--- src/rtl/lsu.sv ---
// -----------------------------------------------------------------------------
// lsu -- load/store unit driving the data port of the byte-addressed mem.
//
// Accepts one load or store at a time, range/size checks it, and splits
// misaligned accesses into ascending byte beats. Loads collect bytes from
// mem's synchronous read port and sign/zero-extend here. mem is always read
// unsigned.
//
// Ports
//   clk        clock, all state on rising edge
//   rst        asynchronous, active-low reset
//   req_i      request strobe, sampled only in IDLE
//   we_i       0 load, 1 store
//   signed_i   load sign-extension enable
//   size_i     00 byte, 01 half, 10 word, 11 illegal
//   addr_i     byte address
//   wdata_i    store data, little-endian
//   busy_o     high whenever the FSM is not IDLE
//   done_o     one-cycle completion pulse
//   err_o      valid with done_o: range or size error, no access made
//   rdata_o    load result, held until the next load completes
//   memRW_o    to mem memRW_i (1 = write)
//   signed_o   to mem signed_i, tied 0
//   dataSec_o  to mem dataSec_i
//   dataW_o    to mem dataW_i
//   addr_o     to mem addr_i
//   data_i     from mem data_sync_o, valid one cycle after addr_o
// -----------------------------------------------------------------------------
module lsu #(
  parameter int unsigned MEM_TOP = 20
) (
  input  logic        clk,
  input  logic        rst,
  input  logic        req_i,
  input  logic        we_i,
  input  logic        signed_i,
  input  logic [1:0]  size_i,
  input  logic [31:0] addr_i,
  input  logic [31:0] wdata_i,
  output logic        busy_o,
  output logic        done_o,
  output logic        err_o,
  output logic [31:0] rdata_o,
  output logic        memRW_o,
  output logic        signed_o,
  output logic [1:0]  dataSec_o,
  output logic [31:0] dataW_o,
  output logic [31:0] addr_o,
  input  logic [31:0] data_i
);

  typedef enum logic [2:0] {IDLE, ST_BEAT, LD_ISSUE, LD_CAPT, DONE} state_t;

  state_t      state_q;
  logic        signed_q, aligned_q;
  logic [1:0]  size_q, k_q, last_q;
  logic [31:0] addr_q, wdata_q, asm_q;
  logic        busy_q, done_q, err_q, memrw_q;
  logic [1:0]  sec_q;
  logic [31:0] dataw_q, addro_q, rdata_q;

  // Request decode (only meaningful in IDLE)
  logic [2:0]  nbytes_in;
  logic [32:0] end_addr;
  logic        bad_in, aligned_in;
  logic [1:0]  last_in;

  always_comb begin
    case (size_i)
      2'b00:   nbytes_in = 3'd1;
      2'b01:   nbytes_in = 3'd2;
      default: nbytes_in = 3'd4;
    endcase
    // 33-bit sum so addresses near 2^32 cannot wrap into range
    end_addr   = {1'b0, addr_i} + 33'(nbytes_in) - 33'd1;
    bad_in     = (size_i == 2'b11) || (end_addr > 33'(MEM_TOP));
    aligned_in = (size_i == 2'b00) ||
                 (size_i == 2'b01 && !addr_i[0]) ||
                 (size_i == 2'b10 && addr_i[1:0] == 2'b00);
    last_in    = aligned_in ? 2'd0 : 2'(nbytes_in - 3'd1);
  end

  // Next-beat values and load assembly
  logic [1:0]  k_nx;
  logic [31:0] addr_nx, asm_merged, raw, ext;

  always_comb begin
    k_nx    = k_q + 2'd1;
    addr_nx = addr_q + {30'd0, k_nx};
    asm_merged = asm_q;
    asm_merged[{k_q, 3'b000} +: 8] = data_i[7:0];
    if (aligned_q) begin
      case (size_q)
        2'b00:   raw = {24'd0, data_i[7:0]};
        2'b01:   raw = {16'd0, data_i[15:0]};
        default: raw = data_i;
      endcase
    end else begin
      raw = asm_merged;
    end
    // raw is already zero-filled above the access width
    ext = raw;
    if (signed_q && size_q == 2'b00) ext = {{24{raw[7]}}, raw[7:0]};
    if (signed_q && size_q == 2'b01) ext = {{16{raw[15]}}, raw[15:0]};
  end

  always_ff @(posedge clk or negedge rst) begin
    if (!rst) begin
      state_q   <= IDLE;
      signed_q  <= 1'b0;
      aligned_q <= 1'b0;
      size_q    <= 2'd0;
      k_q       <= 2'd0;
      last_q    <= 2'd0;
      addr_q    <= 32'd0;
      wdata_q   <= 32'd0;
      asm_q     <= 32'd0;
      busy_q    <= 1'b0;
      done_q    <= 1'b0;
      err_q     <= 1'b0;
      memrw_q   <= 1'b0;
      sec_q     <= 2'd0;
      dataw_q   <= 32'd0;
      addro_q   <= 32'd0;
      rdata_q   <= 32'd0;
    end else begin
      case (state_q)
        IDLE: begin
          if (req_i) begin
            signed_q  <= signed_i;
            size_q    <= size_i;
            addr_q    <= addr_i;
            wdata_q   <= wdata_i;
            aligned_q <= aligned_in;
            last_q    <= last_in;
            k_q       <= 2'd0;
            asm_q     <= 32'd0;
            busy_q    <= 1'b1;
            if (bad_in) begin
              state_q <= DONE;
              done_q  <= 1'b1;
              err_q   <= 1'b1;
            end else begin
              addro_q <= addr_i;
              sec_q   <= aligned_in ? size_i : 2'b00;
              if (we_i) begin
                state_q <= ST_BEAT;
                memrw_q <= 1'b1;
                dataw_q <= aligned_in ? wdata_i : {24'd0, wdata_i[7:0]};
              end else begin
                state_q <= LD_ISSUE;
              end
            end
          end
        end
        ST_BEAT: begin
          if (k_q == last_q) begin
            state_q <= DONE;
            memrw_q <= 1'b0;
            done_q  <= 1'b1;
          end else begin
            k_q     <= k_nx;
            addro_q <= addr_nx;
            dataw_q <= {24'd0, wdata_q[{k_nx, 3'b000} +: 8]};
          end
        end
        LD_ISSUE: state_q <= LD_CAPT;
        LD_CAPT: begin
          asm_q <= asm_merged;
          if (aligned_q || k_q == last_q) begin
            state_q <= DONE;
            done_q  <= 1'b1;
            rdata_q <= ext;
          end else begin
            state_q <= LD_ISSUE;
            k_q     <= k_nx;
            addro_q <= addr_nx;
          end
        end
        DONE: begin
          state_q <= IDLE;
          done_q  <= 1'b0;
          err_q   <= 1'b0;
          busy_q  <= 1'b0;
        end
        default: state_q <= IDLE;
      endcase
    end
  end

  assign busy_o    = busy_q;
  assign done_o    = done_q;
  assign err_o     = err_q;
  assign rdata_o   = rdata_q;
  assign memRW_o   = memrw_q;
  assign signed_o  = 1'b0;
  assign dataSec_o = sec_q;
  assign dataW_o   = dataw_q;
  assign addr_o    = addro_q;

endmodule

--- config.mk ---
export PLATFORM = sky130hd
export DESIGN_NAME = lsu
export DESIGN_NICKNAME = d
export VERILOG_FILES = /design/src/rtl/lsu.sv
export SDC_FILE = /design/constraint.sdc
export NUM_CORES = 1
export LEC_CHECK = 0
export BUFFER_PORTS_ARGS = -buffer_cell sky130_fd_sc_hd__buf_2
export CAP_MARGIN = 10
export CORE_MARGIN = 3
export CORE_UTILIZATION = 30
export DETAILED_ROUTE_END_ITERATION = 10
export GPL_TIMING_DRIVEN = 1
export PLACE_DENSITY = 0.49
export SLEW_MARGIN = 20
export SYNTH_ARGS = -nofsm -noshare
export SYNTH_HDL_FRONTEND = slang
export SYNTH_SLANG_ARGS = --single-unit
--- constraint.sdc ---
create_clock -name clk -period 3.65 [get_ports clk]
set_input_delay 0.365 -clock clk [delete_from_list [all_inputs] [get_ports clk]]
set_output_delay 0.365 -clock clk [all_outputs]
set_load 0.01 [all_outputs]
# ---- Yosys cells after proc, flatten, opt, wreduce, memory -nomap -nowiden
# Index checks and enable logic that the tools add are counted.
dict set report word_totals {
  wordCells 119
  inputBits 103
  ff_bits 209
  output_inout_bits 103
}
dict set report classes {
  n_addsub 6
  n_eq_ne 17
  n_lt_le_gt_ge 1
  muxes 44
  bitwise_logic 1
  n_reduce_logical 30
  shift 3
}
# cell n
set ops {}
lappend ops {{32-bit 2-to-1 mux} 13}
lappend ops {{32-bit one-hot mux with 2 select lines} 3}
lappend ops {{32-bit one-hot mux with 3 select lines} 1}
lappend ops {{32-bit by 3-bit adder with 33-bit output} 1}
lappend ops {{33-bit by 5-bit > comparator with 1-bit output, second input constant} 1}
lappend ops {{33-bit by 1-bit subtractor with 33-bit output, second input constant} 1}
lappend ops {{32-bit by 2-bit adder with 32-bit output} 1}
lappend ops {{32-bit bitwise mux} 1}
lappend ops {{8-bit by 7-bit variable shift with 32-bit output, first input constant} 1}
lappend ops {{32-bit by 6-bit indexed part select with 8-bit output} 1}
lappend ops {{8-bit by 7-bit indexed part select with 32-bit output} 1}
lappend ops {{5-bit AND reduction} 4}
lappend ops {{2-bit != test, second input constant} 8}
lappend ops {{2-bit 2-to-1 mux} 6}
lappend ops {{3-bit 2-to-1 mux} 4}
lappend ops {{3-bit one-hot mux with 4 select lines} 1}
lappend ops {{2-bit AND reduction} 5}
lappend ops {{1-bit 2-to-1 mux} 9}
lappend ops {{5-bit negator with 7-bit output} 1}
lappend ops {{3-bit by 2-bit equality test with 1-bit output, second input constant} 2}
lappend ops {{2-bit zero test} 3}
lappend ops {{1-bit one-hot mux with 2 select lines} 3}
lappend ops {{2-bit one-hot mux with 3 select lines} 1}
lappend ops {{3-bit one-hot mux with 2 select lines} 1}
lappend ops {{18 further kinds} 29}

# ---- Longest topological paths before layout
# Gate-level depths: netlist of the first run.
dict set report depth {
  word_depth 9
  depth_mapped 20
  ltp_nobuf 17
}

# ---- Least setup slack after synthesis of the first run
# Ideal clock, no wire load.
dict set report synth_path {
  path_kind {input port to flip-flop}
  start {input port size_i[0]}
  end {register dataw_q[0] (netlist: dataW_o[0])}
  cell_stages 18
  setup_ns 0.123
  required_ns 3.527
  arrival_time_ns 3.838
  setup_slack_ns -0.311
  path_buffers 2
  cell_sequence {or2_2 > ha_1 > inv_1 > ha_1 > inv_1 > fa_1 > nand2b_1 > a211oi_1 > nor2_1 > o311a_1 > nor4_1 > and4_1 > and4_1 > nand4_2 > buf_2 > or2_1 > buf_2 > o221a_1}
}
dict set report synth_between {
  elab_chain_cells 8
  word_cells_on_any_way 10
  cone_classes {add/sub (2); order compare (1); eq/ne (3); mux (1); reduce/logical (3)}
}
# element line
set synth_lines {}
lappend synth_lines {{start, declared} 37} ;# input logic [1:0] size_i,
lappend synth_lines {{2-bit by 1-bit equality test with 1-bit output or 2-bit zero test (tied branches)} 69} ;# case (size_i)
lappend synth_lines {{3-bit one-hot mux with 2 select lines} 69}
lappend synth_lines {{32-bit by 3-bit adder with 33-bit output} 75} ;# end_addr = {1'b0, addr_i} + 33'(nbytes_in) - 33'd1;
lappend synth_lines {{33-bit by 1-bit subtractor with 33-bit output} 75}
lappend synth_lines {{33-bit by 5-bit > comparator with 1-bit output} 76} ;# bad_in = (size_i == 2'b11) || (end_addr > 33'(MEM_TOP));
lappend synth_lines {{1-bit logical OR (*)} 76}
lappend synth_lines {{2-bit != test (no source line) (*)} -}
lappend synth_lines {{5-bit AND reduction (no source line) (*)} -}
lappend synth_lines {{end signal, assigned} 149} ;# dataw_q <= aligned_in ? wdata_i : {24'd0, wdata_i[7:0]};
lappend synth_lines {{end signal, assigned} 164} ;# dataw_q <= {24'd0, wdata_q[{k_nx, 3'b000} +: 8]};
lappend synth_lines {{end, declared} 60} ;# logic [31:0] dataw_q, addro_q, rdata_q;
# Mark *: on every way between the ends. The rest lies on a longest branch, timed or not.
# A chain may end at the register's enable or synchronous reset.

# ---- Final worst setup path of the first run
dict set report layout_path {
  start {input port size_i[0]}
  end {register dataw_q[20] (netlist: dataW_o[20])}
}
dict set report layout_between {
  elab_chain_cells 9
  word_cells_on_any_way 20
  cone_classes {add/sub (2); order compare (1); eq/ne (4); mux (6); reduce/logical (7)}
}
# element
set layout_lines {}
lappend layout_lines {{branches (longest 9 deep; another with 32-bit by 3-bit adder with 33-bit output)}}
# Several ways; the timed one is not identified. The select of a mux whose other input is x is not followed.

==> run_results.csv, run 1 <==
group,metric,value,unit
cts,clkTransAtPathRegs,0.06,ns
power_and_ir_drop,switching_power,2160,uW
power_and_ir_drop,swShare,30.4,%
global_routing,track_usage,18.8,%
setup_path,slowest_delay,0.36,ns
cells_and_area,utilization,39.5,%
floorplan,core_area,41000,sq um
place,place.gp.congestion,0.900,
routing,drt_iter0_drc,772,
place,placed_cell_area,15200,sq um
setup_path,required,4.13,ns
cells_and_area,drive_above_1_share,25.8,%
routing,drcViolationCount,0,
synth,syn_nets,1629,
setup_path,worstPathArrival,4.02,ns
global_routing,grt_max_degree,105,
setup_path,path_delay_family,"simple AND/OR/NAND/NOR gates",
synth,synth.area.top_cells,"dfrtp_1 42%, nand2_1 8.8%, o21ai_0 5.5%",
synth,synth_seq_cells,209,
sta,finalCriticalPeriod,3.53,ns
floorplan,dieWidth,210,um
synth,synth_top_area_share,41.9,%
floorplan,initial_core_util,30.4,%
cells_and_area,diodes,0,
sta,maxSlewViolCount,0,
cts,clkLatencyLatePin,0.55,ns
cells_and_area,final_nets,1932,
synth,syn_inst,1483,
setup_path,path_cells,"buf_2, or2_4, ha_4, inv_2, ha_4, inv_2, fa_2, nand2b_4, a211oi_4, nor2_1, o311a_1, nor4_1, and4_1, and4_1, nand4_4, buf_4, nor3b_2, buf_12, a22o_1",
sta,clock_skew,0.0114,ns
synth,synth_area,12500,sq um
power_and_ir_drop,p_clk_share,40.0,%
routing,vias_per_cell,5.11,
power_and_ir_drop,vdd_drop_max,0.304,mV
sta,finalCritPeriodShare,96.8,%
cts,cts_max_level,1,
sta,setup_slack,0.117,ns
synth,async_flop_share,100,%
power_and_ir_drop,totalPowerFinal,7100,uW
floorplan,die_h,210,um
sta,hold_slack,0.0321,ns
sta,setup_violations,0,
power_and_ir_drop,intPower,4940,uW
outcome,run_status,"finished clean",
routing,wirelength,42600,um
floorplan,io_pins,206,
setup_path,cp-end-kind,"register",
synth,synth_edf_count,0,
global_routing,grt_first_pass_wirelength,66900,um
global_routing,first_global_vias,11544,
cts,cts_root_buf,"clkbuf_16",
synth,ys_types,76,
worst_hold_path,min_path_type,"primary input to register",
setup_path,crit_fanout,24,
routing,drt_first_pass_iters,5,
sta,hold_viol,0,
setup_path,critPathKind,"primary input to register",
synth,synth_top_cell_by_area,"dfrtp_1",
place,dp_hpwl,32200,um
routing,detail-route-antenna-nets,0,
place,io_buffers,204,
setup_path,critPathLaunchType,"primary input",
setup_path,critical_path_buf_inv_count,5,
setup_path,crit_slowest_cell,"fa_2",
synth,ys.flop_type,"dfrtp_1",
power_and_ir_drop,pwr-share-comb,22.1,%
synth,syn_area_per_cell,8.42,sq um
power_and_ir_drop,p_seq_share,37.9,%
floorplan,die_area,44100,sq um
cts,clock_path_buffers,3,
cts,cts_tree,"done",
job,drv_cap,0,
global_routing,antenna_found_initial,0,
sta,fmax,283,MHz
place,dp_slack,-0.680,ns
synth,yosysMostFrequentCell,"nand2_1",
cells_and_area,final_cell_area,16200,sq um
global_routing,overflow,0,
sta,tightest_slew,0.994,ns
cts,cts_buffers,25,
synth,yosysWarnings,0,
sta,max-slew-margin-rel,33.7,%
synth,ys_seq_area_share,41.9,%
cells_and_area,syn_to_final_growth,29.8,%
cts,cts.sinks,209,
synth,synthTopCellsByCount,"292 x nand2_1, 209 x dfrtp_1, 136 x o21ai_0",
sta,rsz0062_at_grt,"yes",
floorplan,std_cell_rows,74,
routing,wl_per_cell,18.2,um
routing,via_count,11936,
power_and_ir_drop,p_leak,0.00745,uW
power_and_ir_drop,p_per_area,438,nW/um^2
[placed cells by master (no fill, tap or decap), types with 10 or more instances in the layout]
master / instances
xor2_1: 24
a22o_1: 39
a21oi_1: 102
o21ai_0: 136
dfrtp_1: 209
and3_1: 10
or3_1: 11
buf_4: 158
nor2_1: 90
nor3_1: 15
nand3_1: 72
a22oi_1: 37
xnor2_1: 18
nand2_1: 291
ha_1: 38
a21o_1: 10
nor2b_1: 23
buf_2: 203
o211ai_1: 32
o21a_1: 11
inv_1: 59
clkbuf_16: 26
[sequential cells by signal (all words and copies together), names as in the netlist, 3 cells and up]
signal and count:
state_q 3, rdata_o 32, addr_q 32, dataW_o 32, addr_o 32, asm_q 32
wdata_q 32
[power groups by stage]
stage	registers [uW]	logic (uW)	clock network (uW)
6_report	2690	1570	2840
5_1_grt	2720	1760	3000
4_1_cts	2690	1570	2910
3_5_place_dp	2730	1570	0
3_3_place_gp	2720	1560	0
2_1_floorplan	2690	890	0
[final cells by class]
cell class,count,area [sq um]
inverters,63,236
clock buffers,33,726
repair buffers,371,2390
clock inverters,13,218
fillers,4186,24800
well taps,532,666
multi-input cells,1116,6740
flip-flops and latches,209,5230
[tightest hold or removal path, cell delays in order]
cell and delay (ns):
buf_2 0.09, nand2_1 0.04, nand2_1 0.05
[per-layer routing]
metal  vias up  global-route usage, %  wire, um
met5         -                      0         0
met3        48                   3.17      2320
met1      5733                   28.4     21200
met4         0                   4.21       810
met2       307                   28.3     18200
li1       5848                      -         -
[logic make-up after synthesis]
kind of cell / count (synthesis) / synth area share (%)
multiplexers: 14 / 1.95
adder cells (fa/ha/maj): 43 / 4.43
flip-flops: 209 / 41.9
AND/OR/NAND/NOR: 573 / 20.5
AO/OA/AOI/OAI: 443 / 23.2
buffers and inverters: 158 / 5.04
XOR/XNOR: 42 / 2.95
other: 1 / 0.0300
[per-stage QoR]
step | cells | setup TNS [ns]
after floorplan | 1483 | -0.299
after global placement | 2286 | -33.57
after detailed placement | 2286 | -37.05
after CTS | 2333 | 0
after global routing | 2337 | -0.105
final | 2337 | 0
[worst paths after layout]
path	start	to	slack (ns)	cells past startpoint
max in group asynchronous	rst	rdata_o[18]$_DFFE_PN0P_	2.28	3
worst min register to register	wdata_q[11]$_DFFE_PN0P_	wdata_q[11]$_DFFE_PN0P_	0.47	2
worst max-delay path	size_i[0]	dataW_o[20]$_DFFE_PN0P_	0.12	19
worst min-delay path	wdata_i[0]	wdata_q[0]$_DFFE_PN0P_	0.03	3
min in group asynchronous	rst	addr_o[30]$_DFFE_PN0P_	0.42	2
worst max register to register	k_q[1]$_DFFE_PN0P_	addr_o[27]$_DFFE_PN0P_	0.25	14
[timing repair]
action | in CTS | in global routing
setup endpoints to repair | 24 | 64
pin swaps | 0 | 7
gates resized for setup | 1 | 12
cloned | 0 | 1
hold buffers | 1 | 0
hold endpoints to repair | 101 | 0
setup buffers | 0 | 3
No activity file was read; power rests on OpenSTA's default activity.
==> inputs of run 2 (changes only) <==
--- a/config.mk
+++ b/config.mk
@@ -7,11 +7,13 @@
 export LEC_CHECK = 0
 export BUFFER_PORTS_ARGS = -buffer_cell sky130_fd_sc_hd__buf_2
 export CAP_MARGIN = 10
+export CELL_PAD_IN_SITES_DETAIL_PLACEMENT = 0
+export CELL_PAD_IN_SITES_GLOBAL_PLACEMENT = 1
 export CORE_MARGIN = 3
 export CORE_UTILIZATION = 30
 export DETAILED_ROUTE_END_ITERATION = 10
 export GPL_TIMING_DRIVEN = 1
-export PLACE_DENSITY = 0.49
+export PLACE_DENSITY = 0.61
 export SLEW_MARGIN = 20
 export SYNTH_ARGS = -nofsm -noshare
 export SYNTH_HDL_FRONTEND = slang
==> run 2 against run 1 <==
Routed wire length grew 1.1%. Combinational power is essentially flat. Critical path depth shrank 1. Die area is the same. Critical endpoint is now dataW_o[19]$_DFFE_PN0P_. First-iteration DRC count grew 11%. Highest routed layer unchanged. Setup slack gained 0.0016 ns. Sequential share of layout area shrank 0.052 points. Clock power shrank 3%. Maximum frequency is essentially flat. Largest power group unchanged. Register-to-register slack lost 0.08 ns.
==> run_results.csv, run 2 (same netlist as run 1, synthesis figures left out) <==
group,metric,value,unit
cells_and_area,final_common_cell,"nand2_1",
power_and_ir_drop,p_per_area,433,nW/um^2
cts,clkTransAtPathRegs,0.06,ns
power_and_ir_drop,vdd_drop_max,0.282,mV
sta,hold_viol,0,
place,dp_slack,-0.573,ns
power_and_ir_drop,totalPowerFinal,7030,uW
setup_path,crit_slowest_cell,"o311a_1",
sta,maxSlewViolCount,0,
floorplan,dieWidth,210,um
cells_and_area,syn_to_final_growth,30.0,%
place,dp_hpwl,32300,um
sta,tightest_slew,1.00,ns
cts,cts_tree,"done",
routing,vias_per_cell,5.07,
sta,max-slew-margin-rel,32.8,%
setup_path,worstPathArrival,3.95,ns
setup_path,crit_top_cell,"ha_4",
cts,cts_max_level,1,
sta,rsz0062_at_grt,"yes",
worst_hold_path,min_path_type,"primary input to register",
sta,finalCriticalPeriod,3.53,ns
routing,drt_iter0_drc,857,
routing,drcViolationCount,0,
global_routing,grt_first_pass_wirelength,67100,um
floorplan,initial_core_util,30.4,%
sta,fmax,283,MHz
outcome,run_status,"finished clean",
floorplan,core_area,41000,sq um
cells_and_area,nFillCells,4251,
global_routing,track_usage,18.9,%
cts,clock_path_buffers,3,
place,place.gp.congestion,0.883,
setup_path,required,4.07,ns
cts,cts_root_buf,"clkbuf_16",
setup_path,slowest_delay,0.36,ns
setup_path,path_delay_family,"simple AND/OR/NAND/NOR gates",
global_routing,antenna_found_initial,0,
global_routing,grt_max_degree,96,
cells_and_area,final_nets,1938,
routing,wirelength,43000,um
setup_path,critical_path_buf_inv_count,4,
global_routing,first_global_vias,11630,
cts,clkLatencyLatePin,0.54,ns
power_and_ir_drop,p_leak,0.00747,uW
setup_path,critPathKind,"primary input to register",
sta,setup_slack,0.118,ns
setup_path,crit_fanout,6,
job,drv_cap,0,
floorplan,std_cell_rows,74,
floorplan,die_area,44100,sq um
routing,wl_per_cell,18.4,um
setup_path,path_cells,"buf_8, or2_4, ha_4, inv_4, ha_4, inv_2, fa_2, nand2b_4, a211oi_4, nor2_2, o311a_1, nor4_2, and4_1, and4_4, nand4_4, o21a_4, clkbuf_16, a22o_1",
routing,drt_first_pass_iters,5,
setup_path,critPathLaunchType,"primary input",
setup_path,cp-end-kind,"register",
cells_and_area,final_cell_mix,"290 x nand2_1, 209 x dfrtp_1, 201 x buf_2",
cts,cts.sinks,209,
place,io_buffers,204,
global_routing,overflow,0,
routing,detail-route-antenna-nets,0,
floorplan,io_pins,206,
sta,setup_violations,0,
routing,via_count,11885,
sta,clock_skew,0.0117,ns
cells_and_area,drive_above_1_share,25.9,%
cts,cts_buffers,26,
sta,finalCritPeriodShare,96.8,%
floorplan,die_h,210,um
==> run 2: changes by cell type in the layout (fill, tap and decap cells not counted), sizes merged <==
cell / previous run / this run
clkbuf: 34 / 41
buf: 369 / 373
clkinv: 3 / 1
clkinvlp: 2 / 0
inv: 66 / 64
bufinv: 5 / 4
diode: 0 / 1
==> run 2: per-stage QoR <==
stage	cells	utilization (%)	hold WS (ns)	instance area [sq um]	setup TNS [ns]
after detailed placement	2291	37.0	0.460	15200	-37.00
final	2342	39.6	0.0432	16200	0
after global routing	2341	39.6	0.0222	16200	-0.590
after global placement	2291	37.0	0.452	15200	-28.46
after CTS	2337	39.2	0.0173	16100	0
after floorplan	1483	-	0.0694	12600	-0.299
==> run 2: layer usage <==
metal | global-route usage [%] | routed length [um]
met5 | 0 | 0
met4 | 3.67 | 790
met3 | 2.50 | 1870
met2 | 29.7 | 19000
met1 | 28.0 | 21400
==> run 2: power by group <==
part	switching, uW	internal (uW)
Clock	1020	1730
Sequential	168	2500
Combinational	922	679
==> run 2: worst paths after layout <==
| kind | startpoint | endpoint | slack (ns) | cells after the start |
|---|---|---|---|---|
| min in group asynchronous | rst | addr_o[29]$_DFFE_PN0P_ | 0.46 | 2 |
| max | size_i[1] | dataW_o[19]$_DFFE_PN0P_ | 0.12 | 18 |
| max in group asynchronous | rst | asm_q[0]$_DFFE_PN0P_ | 2.30 | 3 |
| max reg2reg | k_q[1]$_DFFE_PN0P_ | addr_o[29]$_DFFE_PN0P_ | 0.17 | 14 |
| min reg2reg | wdata_q[9]$_DFFE_PN0P_ | wdata_q[9]$_DFFE_PN0P_ | 0.47 | 2 |
| min | wdata_i[10] | wdata_q[10]$_DFFE_PN0P_ | 0.04 | 3 |
==> run 2: worst min-delay path, stage by stage <==
cell and delay [ns]:
buf_2 0.09, nand2_1 0.04, nand2_1 0.05
==> run 2: area by class of cell <==
| type | instances | area [sq um] | share of cell area (%) |
|---|---|---|---|
| Clock buffer | 39 | 771 | 4.75 |
| Multi-Input combinational cell | 1116 | 6760 | 41.6 |
| Tap cell | 532 | 666 | 4.10 |
| Inverter | 63 | 239 | 1.47 |
| Sequential cell | 209 | 5230 | 32.2 |
| Antenna cell | 1 | 2.50 | 0.0154 |
| Clock inverter | 6 | 134 | 0.825 |
| Timing Repair Buffer | 376 | 2440 | 15.0 |
==> run 2: timing repair <==
| item | CTS | global route |
|---|---|---|
| setup endpoints to repair | 0 | 71 |
| resized for setup | 0 | 18 |
| buffers inserted | 0 | 1 |
| endpoints found under the hold margin | 92 | 0 |
| hold buffers | 1 | 0 |
==> inputs of run 3 (changes only) <==
--- a/config.mk
+++ b/config.mk
@@ -14,6 +14,7 @@
 export DETAILED_ROUTE_END_ITERATION = 10
 export GPL_TIMING_DRIVEN = 1
 export PLACE_DENSITY = 0.61
+export RECOVER_POWER = 100
 export SLEW_MARGIN = 20
 export SYNTH_ARGS = -nofsm -noshare
 export SYNTH_HDL_FRONTEND = slang
==> run 3 against run 2 <==
The run now ends with max-capacitance violations, max-slew violations left. Sequential cell count unchanged. First-iteration DRC count increased by 3.6%. Critical path depth unchanged. Sequential share of layout area increased by 0.30 points. Clock power about the same. Critical endpoint unchanged. Largest cell class unchanged. Largest power group unchanged. Highest routed layer unchanged.
==> run_results.csv, run 3 (same netlist as run 1, synthesis figures left out) <==
group,metric,value,unit
sta,hold_viol,0,
sta,tightest_slew,2.52,ns
setup_path,critPathLaunchType,"primary input",
floorplan,initial_core_util,30.4,%
routing,drt_iter0_drc,888,
cells_and_area,nFillCells,4307,
sta,fin_setup_tns,0,ns
floorplan,io_pins,206,
setup_path,cp-end-kind,"register",
setup_path,r2r_setup_slack,0.18,ns
sta,clock_skew,0.0142,ns
sta,finalCriticalPeriod,3.51,ns
routing,via_count,11890,
global_routing,overflow,0,
power_and_ir_drop,p_leak,0.00721,uW
routing,vias_per_cell,5.08,
routing,drt_first_pass_iters,5,
place,place.gp.congestion,0.883,
cells_and_area,drive_above_1_share,20.2,%
global_routing,first_global_vias,11630,
cts,clkLatencyLatePin,0.54,ns
place,io_buffers,204,
floorplan,dieWidth,210,um
cts,clock_path_buffers,3,
power_and_ir_drop,vdd_drop_max,0.273,mV
floorplan,core_area,41000,sq um
setup_path,required,4.07,ns
routing,drcViolationCount,0,
routing,detail-route-antenna-nets,0,
floorplan,die_h,210,um
sta,maxSlewViolCount,95,
cells_and_area,final_common_cell,"nand2_1",
sta,setup_violations,0,
outcome,violations,"max-capacitance violations, max-slew violations",
floorplan,std_cell_rows,74,
setup_path,critPathKind,"primary input to register",
sta,rsz0062_at_grt,"yes",
cts,cts_root_buf,"clkbuf_16",
routing,wirelength,43100,um
cts,cts_buffers,26,
cts,cts_max_level,1,
global_routing,grt_max_degree,96,
setup_path,crit_fanout,6,
setup_path,worstPathArrival,3.93,ns
cts,cts.sinks,209,
place,dp_hpwl,32300,um
cts,clkTransAtPathRegs,0.06,ns
power_and_ir_drop,p_per_area,436,nW/um^2
global_routing,antenna_found_initial,0,
global_routing,track_usage,18.9,%
cts,cts_tree,"done",
cells_and_area,final_cells,2342,
job,drv_cap,1,
sta,max-slew-margin-rel,-68.0,%
cells_and_area,final_nets,1938,
outcome,run_status,"finished with violations",
sta,finalCritPeriodShare,96.3,%
cells_and_area,syn_to_final_growth,28.8,%
routing,wl_per_cell,18.4,um
cells_and_area,final_cell_mix,"290 x nand2_1, 209 x dfrtp_1, 159 x buf_4",
worst_hold_path,min_path_type,"primary input to register",
place,dp.cells,2291,
global_routing,grt_first_pass_wirelength,67100,um
sta,fmax,285,MHz
floorplan,die_area,44100,sq um
run 3: critical path, cell delays in order:
cell	delay [ns]
buf_8	0.10
or2_4	0.25
ha_4	0.16
inv_4	0.05
ha_4	0.12
inv_2	0.03
fa_2	0.33
nand2b_4	0.16
a211oi_4	0.30
nor2_2	0.07
o311a_1	0.35
nor4_2	0.26
and4_1	0.22
and4_4	0.24
nand4_4	0.20
o21a_4	0.32
clkbuf_16	0.18
a22o_1	0.20
run 3: worst paths after layout:
check | startpoint | to | cells after the start
max reg2reg | k_q[1]$_DFFE_PN0P_ | addr_o[29]$_DFFE_PN0P_ | 14
min reg2reg | wdata_q[9]$_DFFE_PN0P_ | wdata_q[9]$_DFFE_PN0P_ | 2
min | wdata_i[10] | wdata_q[10]$_DFFE_PN0P_ | 3
min in group asynchronous | rst | addr_o[29]$_DFFE_PN0P_ | 2
max in group asynchronous | rst | addr_q[29]$_DFFE_PN0P_ | 3
max | size_i[1] | dataW_o[19]$_DFFE_PN0P_ | 18
run 3: area by class of cell:
class                           count  area, sq um  area share [%]
Multi-Input combinational cell   1116         6760            42.0
Sequential cell                   209         5230            32.5
Timing Repair Buffer              376         2290            14.2
Clock buffer                       39          771            4.79
Tap cell                          532          666            4.14
Inverter                           63          239            1.49
Clock inverter                      6          134           0.832
Antenna cell                        1         2.50          0.0156
run 3: where the power goes:
| part | switching (uW) | internal, uW | total, uW | leakage [uW] |
|---|---|---|---|---|
| sequential | 170 | 2500 | 2670 | 0.00249 |
| combinational | 921 | 658 | 1580 | 0.00427 |
| clock | 1030 | 1730 | 2760 | 0.000442 |
run 3: per-stage QoR:
step	util (%)	instance area [sq um]	power (uW)	setup slack, ns	hold slack (ns)
global route	39.2	16100	7380	-0.0345	0.0222
floorplan	-	12600	3580	-0.0520	0.0694
global placement	37.0	15200	4300	-0.451	0.452
detailed placement	37.0	15200	4310	-0.573	0.460
CTS	39.2	16100	7100	0.0151	0.0173
finish	39.2	16100	7010	0.136	0.0428
run 3: layer usage:
| metal | vias up | GRT usage (%) | wire length (um) |
|---|---|---|---|
| met2 | 266 | 29.7 | 19000 |
| met5 | - | 0 | 0 |
| met1 | 5726 | 28.0 | 21600 |
| met4 | 0 | 3.67 | 729 |
| met3 | 37 | 2.50 | 1690 |
| li1 | 5861 | - | - |
run 3: repair_timing:
action / CTS / global route
setup buffers: 0 / 1
endpoints found under the setup margin: 0 / 71
endpoints found under the hold margin: 92 / 0
gates resized for setup: 0 / 18
hold buffers: 1 / 0
